$ cat src/rtl/dst_router_pkg.sv
// Shared definitions for the write-back distributor: destination codes,
// FSM state encoding and the code-to-strobe helper.
package dst_router_pkg;

  localparam logic [1:0] DST_A = 2'd0;
  localparam logic [1:0] DST_B = 2'd1;
  localparam logic [1:0] DST_C = 2'd2;
  localparam logic [1:0] DST_D = 2'd3;

  typedef enum logic {
    IDLE = 1'b0,
    BUSY = 1'b1
  } rt_state_t;

  function automatic logic [3:0] onehot4(input logic [1:0] code);
    logic [3:0] s;
    s = 4'b0000;
    s[code] = 1'b1;
    return s;
  endfunction

endpackage

$ cat src/rtl/dst_router.sv
// Holds one result word and strobes it into one of four destinations until
// acknowledged; a per-transfer watchdog drops words that are never taken.
module dst_router
  import dst_router_pkg::*;
#(
  parameter int WIDTH   = 16,
  parameter int TIMEOUT = 255
) (
  input  logic             clk,
  input  logic             rst,
  input  logic             in_valid,
  output logic             in_ready,
  input  logic [WIDTH-1:0] in_data,
  input  logic [1:0]       dst_selection,
  output logic [WIDTH-1:0] dst_data,
  output logic [3:0]       dst_we,
  input  logic [3:0]       dst_ack,
  output logic             err,
  output logic [1:0]       err_dst
);

  localparam int CW = (TIMEOUT > 0) ? $clog2(TIMEOUT + 1) : 1;
  localparam logic [CW-1:0] TLAST = (TIMEOUT > 0) ? CW'(TIMEOUT - 1) : '0;
  localparam logic [CW-1:0] CMAX  = '1;

  rt_state_t     state, state_nxt;
  logic [1:0]    sel;
  logic [CW-1:0] cnt;
  logic          busy, ack_sel, done, drop, accept;

  assign busy    = (state == BUSY);
  assign ack_sel = dst_ack[sel];
  assign done    = busy & ack_sel;
  // An ACK on the would-be drop edge wins, so drop requires ACK low.
  assign drop    = (TIMEOUT > 0) && busy && !ack_sel && (cnt == TLAST);
  assign accept  = in_valid & in_ready;

  always_ff @(posedge clk) begin
    if (rst) state <= IDLE;
    else     state <= state_nxt;
  end

  always_comb begin
    state_nxt = state;
    if (accept)            state_nxt = BUSY;
    else if (done || drop) state_nxt = IDLE;
  end

  always_comb begin
    in_ready = !busy | done | drop;
    dst_we   = busy ? onehot4(sel) : 4'b0000;
  end

  always_ff @(posedge clk) begin
    if (rst) begin
      dst_data <= '0;
      sel      <= DST_A;
      cnt      <= '0;
      err      <= 1'b0;
      err_dst  <= DST_A;
    end else begin
      err <= drop;
      if (drop) err_dst <= sel;
      if (accept) begin
        dst_data <= in_data;
        sel      <= dst_selection;
      end
      // With the watchdog disabled the counter just saturates.
      if (accept || done || drop)      cnt <= '0;
      else if (busy && !ack_sel && cnt != CMAX) cnt <= cnt + 1'b1;
    end
  end

endmodule

$ cat config.mk
export PLATFORM = sky130hd
export DESIGN_NAME = dst_router
export DESIGN_NICKNAME = d
export VERILOG_FILES = /design/src/rtl/dst_router_pkg.sv /design/src/rtl/dst_router.sv
export SDC_FILE = /design/constraint.sdc
export NUM_CORES = 1
export LEC_CHECK = 0
export BUFFER_PORTS_ARGS = -buffer_cell sky130_fd_sc_hd__clkbuf_2
export CORE_ASPECT_RATIO = 0.8
export CORE_MARGIN = 3
export CORE_UTILIZATION = 40
export DETAILED_ROUTE_END_ITERATION = 8
export MAX_ROUTING_LAYER = met4
export PLACE_DENSITY = 0.7
export SLEW_MARGIN = 5
export SYNTH_ARGS = -nofsm -noshare
export SYNTH_HDL_FRONTEND = slang
export SYNTH_SLANG_ARGS = --single-unit
export TNS_END_PERCENT = 10
$ cat constraint.sdc
create_clock -name clk -period 2.35 [get_ports clk]
set_clock_uncertainty 0.15 [all_clocks]
set_input_delay 0.47 -clock clk [delete_from_list [all_inputs] [get_ports clk]]
set_output_delay 0.47 -clock clk [all_outputs]
set_load 0.02 [all_outputs]
==> flow_summary.json <==
{
  "status": "finished, final reports clean",
  "cp-end-kind": "primary output",
  "insertion_delay_ps": 280,
  "grt_setup_unrepaired": "no",
  "grt_pass1_wl_mm": 5.38,
  "drive_above_1_share_pct": 31.1,
  "tritoncts": "done",
  "crit_arrival_ps": 1610,
  "vdd_drop_max_uv": 351,
  "synthesis.instances": 158,
  "synth_cell_types": 28,
  "synthTopCellsByArea": "dfxtp_1 (41%), nand2b_1 (15%), mux2i_1 (12%)",
  "start_util_pct": 42.3,
  "static-leakage-power_nw": 0.802,
  "grt_pass1_vias": 1168,
  "drv_slew": 0,
  "yosysTopAreaCell": "dfxtp_1",
  "min_path_cells": 3,
  "finalNetCount": 238,
  "yosysSeqAreaShare_pct": 40.9,
  "dpl.hpwl_mm": 2.29,
  "finalWeightedCongestion": 0.796,
  "synth_nets": 185,
  "ys_seq_elements": 30,
  "rows": 19,
  "post_drt_wl_per_cell_um": 12.7,
  "post-cts-setup-buffers": 0,
  "hold_end": "dst_data[8]$_SDFFE_PP0P_",
  "path_clk_slew_ps": 60,
  "path_max_fanout": 6,
  "wl_mm": 3.22,
  "min_from": "in_data[8]",
  "viasPerCell": 5.06,
  "maxCapViolCount": 0,
  "synth_edf_count": 0,
  "crit_start": "sel[0]$_SDFFE_PP0P_",
  "worst_pin_slew_ps": 720,
  "rr_startpoint": "cnt[3]$_SDFFE_PP0P_",
  "die_x_um": 73.7,
  "final.setup.tns_ps": 0,
  "gr-total-overflow": 0,
  "fillerInstances": 329,
  "critical_path_class": "flip-flop to primary output",
  "regToRegEndpoint": "dst_data[14]$_SDFFE_PP0P_",
  "io_buffers": 48,
  "netlist_area_um2": 1470,
  "avgSynthCellArea_um2": 9.29,
  "yosysMostFrequentCell": "nand2b_1",
  "seq_area_um2": 601,
  "io_pins": 49,
  "area_growth_pct": 27.1,
  "setup_viol": 0,
  "cts_buffer_depth": 2,
  "drt_iter0_markers": 60,
  "grt_usage_pct": 16.3,
  "antenna_found_initial": 0,
  "die_area_um2": 4440,
  "diodes": 0,
  "h-tree-depth": 2,
  "synth_top_area_share_pct": 40.9,
  "whs_ps": 283,
  "worstPathRequired_ps": 1730,
  "clock.fmax_mhz": 448,
  "cts_resized": 0,
  "numCtsBuffers": 5,
  "cp-start-kind": "flip-flop",
  "fp.dieH_um": 60.2,
  "ff2ff_setup_slack_ps": 280,
  "hold_viol": 0,
  "vias": 1284,
  "yosys_most_used_dff": "dfxtp_1",
  "core_um2": 3470,
  "cts_num_sinks": 30,
  "async_flop_share_pct": 0,
  "p_per_area_nw_per_um2": 615,
  "yosysWarnings": 0,
  "drcViolationCount": 0,
  "multi_input_area_um2": 828,
  "clock-root-buffer": "clkbuf_8",
  "synth_common_cells": "nand2b_1 (36), dfxtp_1 (30), mux2i_1 (18), nand3_1 (8), o21ai_0 (7)",
  "min_period_over_period_pct": 94.9,
  "firstDrtPassIters": 4,
  "hp-class": "input port to flip-flop",
  "cts_hold_buf": 0,
  "r2r_cells": 5,
  "grt_start_max_net_pins": 49,
  "antenna_left": 0,
  "fin_crit_ps": 2230,
  "timing.slew.headroom_pct": 52.0
}
[routing by layer]
metal / routed length, µm / share of wire (%) / GRT usage [%]
met1: 1590 / 49 / 21.9
met2: 1400 / 44 / 22.7
met3: 182 / 5.7 / 4.71
met4: 49 / 1.5 / 6.98
met5: 0 / 0 / -
[metrics by stage]
stage | std cells | cell area [µm²] | total power [mW] | setup WS (ps) | utilization (%)
floorplan | 158 | 1470 | 0.678 | 430 | -
global placement | 246 | 1770 | 0.741 | 265 | 51.1
detailed placement | 246 | 1770 | 0.744 | 215 | 51.1
CTS | 254 | 1870 | 1.17 | 112 | 53.7
global route | 254 | 1870 | 1.20 | 46.7 | 53.7
finish | 254 | 1870 | 1.15 | 120 | 53.7
[worst max-delay path by stage]
stage                     slack, ps                        to
after floorplan                 430       cnt[3]$_SDFFE_PP0P_
after global placement          270  dst_data[1]$_SDFFE_PP0P_
after detailed placement        210       cnt[7]$_SDFFE_PP0P_
after CTS                       110                  in_ready
after global routing             50                  in_ready
final                           120                  in_ready
[cell families after synthesis]
group / after synthesis / synth area share [%]
mux: 20 / 14.3
simple gates: 71 / 28.0
buf+inv: 10 / 2.90
fa+ha+maj: 2 / 1.70
flops: 30 / 40.9
compound gates: 25 / 12.2
[state kept, by name, indices dropped and copies added (netlist names)]
signal    cells
err_dst       2
err           1
sel           2
busy          1
cnt           8
dst_data     16
[cell usage in the layout, fill, tap and decap left out]
cell / n
clkbuf_1: 1
nor4b_1: 1
mux2_4: 2
a211oi_1: 6
nand3_1: 8
o21ai_0: 7
nor2_1: 6
o22ai_2: 1
or4_1: 2
inv_1: 2
or2b_1: 1
nor4_1: 2
or3_1: 4
and3_1: 4
clkbuf_8: 6
a41oi_1: 2
a21boi_2: 1
clkbuf_2: 48
mux2i_1: 18
nor3_1: 2
a21oi_1: 4
buf_4: 6
o22a_4: 1
a211o_1: 1
ha_1: 2
o31ai_1: 2
nand2_1: 5
clkinv_2: 1
dfxtp_1: 30
nand2b_1: 36
[power by group]
group / internal [mW] / total [mW] / switching (mW)
Combinational: 0.0813 / 0.183 / 0.102
Sequential: 0.533 / 0.548 / 0.0146
Clock: 0.236 / 0.416 / 0.180
Total: 0.850 / 1.15 / 0.296
[critical path, cell delays in order, from the launching register on]
cell	delay, ps
dfxtp_1	400
mux2_4	330
o22ai_2	220
buf_4	180
nand2_1	50
clkbuf_2	150
[final cells by class]
cell class	count	share of cell area (%)
tap	42	2.82
clock inverter	1	0.268
multi-input combinational	118	44.4
inverter	2	0.402
clock buffer	7	4.63
timing repair buffer	54	15.3
sequential	30	32.2
Power figures use the tool's default switching activity.
